$ cat src/rtl/trd_sched_if.sv
// Fetch-thread scheduler interface.
// Bundles run mask, miss reports, stall and the grant outputs.
interface trd_sched_if;
  logic [7:0]  run_trd;
  logic        stall;
  logic        i_miss;
  logic [2:0]  i_miss_trd;
  logic        d_miss;
  logic [2:0]  d_miss_trd;
  logic [2:0]  trd_if;
  logic        trd_vld;
  logic [7:0]  blocked;
  logic        idle;
  logic [2:0]  stat_sel;
  logic [15:0] stat_cnt;

  modport master (
    output run_trd, stall,
    output i_miss, i_miss_trd,
    output d_miss, d_miss_trd,
    output stat_sel,
    input  trd_if, trd_vld,
    input  blocked, idle,
    input  stat_cnt
  );

  modport slave (
    input  run_trd, stall,
    input  i_miss, i_miss_trd,
    input  d_miss, d_miss_trd,
    input  stat_sel,
    output trd_if, trd_vld,
    output blocked, idle,
    output stat_cnt
  );
endinterface

$ cat src/rtl/trd_sched.sv
// Round-robin fetch-thread scheduler with per-thread miss back-off.
// TRD_SCHED_STAT_EN adds saturating per-thread issue counters.
module trd_sched #(
  parameter int NUM_TRD   = 8,
  parameter int MISS_WAIT = 4,
  parameter int CNT_W     = 4
) (
  input logic        clk,
  input logic        rst_n,
  trd_sched_if.slave bus
);

  // Counter holds remaining blocked cycles; the miss cycle is the first.
  localparam logic [CNT_W-1:0] LOAD =
    (MISS_WAIT > 0) ? CNT_W'(MISS_WAIT - 1) : '0;

  logic [NUM_TRD-1:0] miss_now;
  logic [NUM_TRD-1:0] elig;
  logic [NUM_TRD-1:0] blocked_q;
  logic [NUM_TRD-1:0] blocked_d;
  logic [CNT_W-1:0]   cnt_q [NUM_TRD];
  logic [CNT_W-1:0]   cnt_d [NUM_TRD];

  logic [2:0] trd_if_q;
  logic [2:0] trd_if_d;
  logic       trd_vld_q;
  logic       trd_vld_d;
  logic [2:0] ptr_q;
  logic [2:0] ptr_d;
  logic [2:0] gnt;
  logic [2:0] idx;
  logic       found;

  always_comb begin
    miss_now = '0;
    elig     = '0;
    for (int t = 0; t < NUM_TRD; t++) begin
      miss_now[t] =
        (bus.i_miss && bus.i_miss_trd == 3'(t)) ||
        (bus.d_miss && bus.d_miss_trd == 3'(t));
      elig[t] = bus.run_trd[t] & ~blocked_q[t]
              & ~miss_now[t];
    end
  end

  // Scan ptr+1 .. ptr+NUM_TRD; the last step lands on ptr itself.
  always_comb begin
    gnt   = '0;
    idx   = '0;
    found = 1'b0;
    for (int i = 1; i <= NUM_TRD; i++) begin
      idx = ptr_q + 3'(i);
      if (!found && elig[idx]) begin
        found = 1'b1;
        gnt   = idx;
      end
    end
  end

  always_comb begin
    trd_if_d  = trd_if_q;
    trd_vld_d = trd_vld_q;
    ptr_d     = ptr_q;
    if (!bus.stall) begin
      trd_vld_d = found;
      if (found) begin
        trd_if_d = gnt;
        ptr_d    = gnt;
      end
    end
  end

  always_comb begin
    for (int t = 0; t < NUM_TRD; t++) begin
      cnt_d[t] = cnt_q[t];
      if (!bus.run_trd[t]) begin
        cnt_d[t] = '0;
      end else if (miss_now[t]) begin
        cnt_d[t] = LOAD;
      end else if (cnt_q[t] != '0) begin
        cnt_d[t] = cnt_q[t] - 1'b1;
      end
      blocked_d[t] = |cnt_d[t];
    end
  end

  always_ff @(posedge clk or negedge rst_n) begin
    if (!rst_n) begin
      trd_if_q  <= '0;
      trd_vld_q <= 1'b0;
      ptr_q     <= 3'd7;
      blocked_q <= '0;
      for (int t = 0; t < NUM_TRD; t++) begin
        cnt_q[t] <= '0;
      end
    end else begin
      trd_if_q  <= trd_if_d;
      trd_vld_q <= trd_vld_d;
      ptr_q     <= ptr_d;
      blocked_q <= blocked_d;
      for (int t = 0; t < NUM_TRD; t++) begin
        cnt_q[t] <= cnt_d[t];
      end
    end
  end

  assign bus.trd_if  = trd_if_q;
  assign bus.trd_vld = trd_vld_q;
  assign bus.blocked = blocked_q;
  assign bus.idle    = ~|elig;

`ifdef TRD_SCHED_STAT_EN
  logic [15:0] stat_q [NUM_TRD];
  logic [15:0] stat_d [NUM_TRD];

  always_comb begin
    for (int t = 0; t < NUM_TRD; t++) begin
      stat_d[t] = stat_q[t];
      if (trd_vld_q && !bus.stall &&
          trd_if_q == 3'(t) &&
          stat_q[t] != 16'hFFFF) begin
        stat_d[t] = stat_q[t] + 16'd1;
      end
    end
  end

  always_ff @(posedge clk or negedge rst_n) begin
    if (!rst_n) begin
      for (int t = 0; t < NUM_TRD; t++) begin
        stat_q[t] <= '0;
      end
    end else begin
      for (int t = 0; t < NUM_TRD; t++) begin
        stat_q[t] <= stat_d[t];
      end
    end
  end

  assign bus.stat_cnt = stat_q[bus.stat_sel];
`else
  logic unused_stat;
  assign unused_stat  = ^bus.stat_sel;
  assign bus.stat_cnt = '0;
`endif

endmodule
$ cat src/flat_wrapper.sv
// flat-port wrapper written by rule: the top's interface ports become plain ports
module trd_sched_flat 
#(
  parameter int NUM_TRD   = 8,
  parameter int MISS_WAIT = 4,
  parameter int CNT_W     = 4
)
  (clk, rst_n, bus_run_trd, bus_stall, bus_i_miss, bus_i_miss_trd, bus_d_miss, bus_d_miss_trd, bus_stat_sel, bus_trd_if, bus_trd_vld, bus_blocked, bus_idle, bus_stat_cnt);
  trd_sched_if bus_i ();
  input logic clk;
  input logic rst_n;
  input wire logic [$bits(bus_i.run_trd)-1:0] bus_run_trd;
  input wire logic [$bits(bus_i.stall)-1:0] bus_stall;
  input wire logic [$bits(bus_i.i_miss)-1:0] bus_i_miss;
  input wire logic [$bits(bus_i.i_miss_trd)-1:0] bus_i_miss_trd;
  input wire logic [$bits(bus_i.d_miss)-1:0] bus_d_miss;
  input wire logic [$bits(bus_i.d_miss_trd)-1:0] bus_d_miss_trd;
  input wire logic [$bits(bus_i.stat_sel)-1:0] bus_stat_sel;
  output wire logic [$bits(bus_i.trd_if)-1:0] bus_trd_if;
  output wire logic [$bits(bus_i.trd_vld)-1:0] bus_trd_vld;
  output wire logic [$bits(bus_i.blocked)-1:0] bus_blocked;
  output wire logic [$bits(bus_i.idle)-1:0] bus_idle;
  output wire logic [$bits(bus_i.stat_cnt)-1:0] bus_stat_cnt;
  assign bus_i.run_trd = bus_run_trd;
  assign bus_i.stall = bus_stall;
  assign bus_i.i_miss = bus_i_miss;
  assign bus_i.i_miss_trd = bus_i_miss_trd;
  assign bus_i.d_miss = bus_d_miss;
  assign bus_i.d_miss_trd = bus_d_miss_trd;
  assign bus_i.stat_sel = bus_stat_sel;
  assign bus_trd_if = bus_i.trd_if;
  assign bus_trd_vld = bus_i.trd_vld;
  assign bus_blocked = bus_i.blocked;
  assign bus_idle = bus_i.idle;
  assign bus_stat_cnt = bus_i.stat_cnt;
  trd_sched #(.NUM_TRD(NUM_TRD), .MISS_WAIT(MISS_WAIT), .CNT_W(CNT_W)) u_core (.clk(clk), .rst_n(rst_n), .bus(bus_i));
endmodule
$ cat config.mk
export PLATFORM = sky130hd
export DESIGN_NAME = trd_sched_flat
export DESIGN_NICKNAME = d
export VERILOG_FILES = /design/src/rtl/trd_sched_if.sv /design/src/rtl/trd_sched.sv /design/src/flat_wrapper.sv
export SDC_FILE = /design/constraint.sdc
export NUM_CORES = 1
export LEC_CHECK = 0
export CAP_MARGIN = 20
export CORE_ASPECT_RATIO = 0.9
export CORE_UTILIZATION = 50
export DETAILED_ROUTE_END_ITERATION = 10
export PLACE_DENSITY = 0.74
export SLEW_MARGIN = 10
export SYNTH_ARGS = -nofsm -noshare
export SYNTH_HDL_FRONTEND = slang
export SYNTH_SLANG_ARGS = --single-unit
$ cat constraint.sdc
create_clock -name clk -period 3.1 [get_ports clk]
set_input_delay 0.31 -clock clk [delete_from_list [all_inputs] [get_ports clk]]
set_output_delay 0.31 -clock clk [all_outputs]
set_load 0.01 [all_outputs]
==> results of run 1 <==
==> cell usage in the layout (no fill, tap or decap), drive strengths merged, types with 3 or more instances in the layout <==
cell type      Yosys  layout
a21boi             6       6
nand2             27      27
o211ai             9       9
ha                10      10
o21a              11      11
o31ai              3       3
nor2              27      27
nand2b             6       6
clkbuf             7       6
inv               26      26
dlymetal6s2s       0       9
buf               18      63
conb               1      16
nand4b            11      11
mux2i              9       9
nor3              18      18
a21oi             15      15
dfstp              3       3
nor4b              3       3
xnor2             19      19
nor3b              8       8
nand3b             6       6
nand4              4       4
or4               10      10
o221ai             8       8
and4bb             3       3
nor2b              4       4
dfrtp             44      44
clkdlybuf4s50      0      21
o21ai              7       7
mux2               7       7
nand3              9       9
mux4               6       6
==> power groups by stage <==
stage / Sequential, mW / Combinational, mW / Clock [mW]
floorplan: 1.08 / 2.40 / 0
global placement: 1.10 / 3.30 / 0
detailed placement: 1.11 / 3.40 / 0
CTS: 1.10 / 3.42 / 0.441
global route: 1.12 / 3.95 / 0.466
finish: 1.09 / 3.58 / 0.429
==> registers in the layout, summed over array words and instances, names as in the netlist <==
register and cells:
u_core.cnt_q 32, u_core.bus.blocked 8, u_core.bus.trd_if 3, u_core.ptr_q 3, u_core.bus.trd_vld 1
==> routing by layer <==
layer	share of wire, %	vias up	wire [µm]	track usage (%)
li1	-	1541	-	-
met1	44	1561	3733	29.96
met2	49	98	4111	40.38
met3	4.9	19	412	3.846
met4	2.0	0	168	8.095
met5	0	-	0	0
==> how the worst max path moves through the flow <==
stage                           end  slack [ps]  cells past startpoint
5_1_grt        u_core.bus.trd_if[1]          10                      9
4_1_cts        u_core.bus.trd_if[1]           1                     11
2_1_floorplan       u_core.ptr_q[0]         110                     10
6_report       u_core.bus.trd_if[1]         160                      9
3_3_place_gp   u_core.bus.trd_if[1]        -290                     11
3_5_place_dp   u_core.bus.trd_if[1]        -440                     11
==> worst register-to-register path, stage by stage (launching register included) <==
cell and delay [ps]:
dfstp_2 580, inv_1 70, ha_1 260, xnor2_2 240, mux4_2 590, nor4b_4 400
nor3_1 100, nor4_2 280, nor3_1 110, o31ai_2 220
==> area by class of cell <==
type,instances,area share (%)
multi-input combinational,293,49.03
sequential,47,26.01
timing repair buffer,94,18.06
tap,90,2.482
inverter,26,2.151
clock buffer,6,1.600
clock inverter,1,0.6619
==> stage by stage <==
step | power [mW] | setup TNS [ps] | cells
2_1_floorplan | 3.477 | 0 | 392
3_5_place_dp | 4.504 | -2434 | 546
4_1_cts | 4.958 | 0 | 553
3_3_place_gp | 4.394 | -1612 | 546
5_1_grt | 5.542 | 0 | 557
6_report | 5.101 | 0 | 557
==> cells by family after synthesis <==
| group | Yosys count |
|---|---|
| muxes | 22 |
| and+or+nand+nor | 149 |
| DFF | 47 |
| xor gates and xnor gates | 21 |
| other | 1 |
| buffers and inverters | 52 |
| AOI/OAI and AO/OA | 75 |
| adders and majority gates | 10 |
==> timing repair <==
item	4_1_cts	5_1_grt
endpoints found under the hold margin	0	19
gates cloned	0	0
endpoints found under the setup margin	7	7
gates resized for setup	3	19
buffers inserted	0	2
pin swaps	2	8
hold buffers	0	1
==> metrics.cfg, run 1 <==
[critical_path]
reg2reg_to=u_core.bus.trd_if[1]
critical_path_buf_inv_count=1
worstSetupEndpointType=flip-flop
reg2reg_depth=9
crit_path_max_incr_delay_ps=590
cp_max_fo=4
required_ps=3310
cp-start-kind=flip-flop
slowest_stage=mux4_2
r2r_setup_slack_ps=160
cpMostUsedCell=nor3_1
cp_top_family=simple AND/OR/NAND/NOR gates
path_cells=inv_1 > ha_1 > xnor2_2 > mux4_2 > nor4b_4 > nor3_1 > nor4_2 > nor3_1 > o31ai_2
critPathKind=flip-flop to flip-flop
timing.critical_path.from=u_core.ptr_q[1]
cp.arrival_ps=3140
r2r-start=u_core.ptr_q[1]

[yosys]
synth-xor-area-share_pct=5.126
synth_cell_type_count=68
synthTopCellsByArea=dfrtp_1 31%, xnor2_1 4.6%, ha_1 3.5%
synth_top_family_by_area=simple AND/OR/NAND/NOR gates
synthMuxAreaShare_pct=9.344
synth_edf_count=0
synthAdderAreaFrac_pct=3.487
avgSynthCellArea_um2=9.518
ys_ff_latch=47
ys_dominant_reg_cell=dfrtp_1
syn-instance-count=377
synth_compound_area_share_pct=15.10
synth_top_area_share_pct=30.68
async_flop_share_pct=100.0
yosysMostFrequentCell=dfrtp_1
synth-simple-area-share_pct=25.35
ys_warn_count=0
yosys.area.top_type=dfrtp_1
netlist_area_um2=3588
ys_seq_area_share_pct=32.88
synth_commonest_cells=44 x dfrtp_1, 27 x nand2_1, 26 x inv_1, 26 x nor2_1, 19 x xnor2_1

[power_and_ir_drop]
power.leakage_nw=2.072
peakVddDrop_mv=0.5671
powerDensity_nw_per_um2=1124
switchingPower_mw=2.178
swShare_pct=42.71
power_frac_seq_pct=21.4
p_clk_share_pct=8.4
p_int_mw=2.922
pwr-share-comb_pct=70.2

[cts]
root_buffer=clkbuf_8
cts_made_buffers=5
cts_tree=yes
cts_htree_levels=2
clkTransAtPathRegs_ps=80
cts.sinks=47
insertion_delay_ps=300
cts_buffer_depth=2

[final_layout]
multi_input_area_um2=2225
nFillCells=500
fin_area_um2=4537
drive_gt1_share_pct=23.34
nets=499
regArea_um2=1180
diodes=0
fin_util_pct=67.10
area_growth_pct=26.43

[timing]
rsz0062_at_grt=false
max_slew_margin_pct=61.11
hold_viol=0
period_needed_ps=2936
setup_viol=0
whs_ps=489.0
fmaxAchievable_mhz=340.6
min_period_over_period_pct=94.72
worst_slack_ps=163.8
final-max-slew-violation-count=0
tightestPinTransition_ps=582.0
fin_worst_skew_ps=8.581

[global_routing]
grt_max_degree=48
grt_pass1_wl_mm=13.87
grt_use_total_pct=23.28
grt_pass1_vias=3047
grt_overflow=0
antenna_found_initial=0

[route]
firstDrtPassIters=4
wl_mm=8.427
ant_nets=0
drc=0
routedWlPerCell_um=15.13
post_drt_via_cell_ratio=5.779
vias=3219
first_iter_violations=310

[floorplanning]
start_util_pct=53.07
die_y_um=82.37
core_area_um2=6761
dieArea_um2=7520
die_x_um=91.30
rows=28
io_pins=51

[outcome]
status=finished clean

[place]
post-dp-hpwl_mm=6.440
port_buffers=31
globalplace.congestion=0.8886
placed_area_um2=4302
place_worst_setup_slack_ps=-444.2

[job]
maxCapViolCount=0

[hold_path]
min_to=u_core.bus.trd_if[0]
min-delay-start=u_core.bus.trd_if[0]
hold_path_depth=1
min_path_type=flip-flop to flip-flop

No activity file was read; power rests on OpenSTA's default activity.
==> run 2: changes to the inputs <==
--- a/config.mk
+++ b/config.mk
@@ -10,7 +10,6 @@
 export CORE_UTILIZATION = 50
 export DETAILED_ROUTE_END_ITERATION = 10
 export PLACE_DENSITY = 0.74
-export SLEW_MARGIN = 10
 export SYNTH_ARGS = -nofsm -noshare
 export SYNTH_HDL_FRONTEND = slang
 export SYNTH_SLANG_ARGS = --single-unit
==> results of run 2 <==
The final DEF is identical to that of run 1; final timing and power are the same.
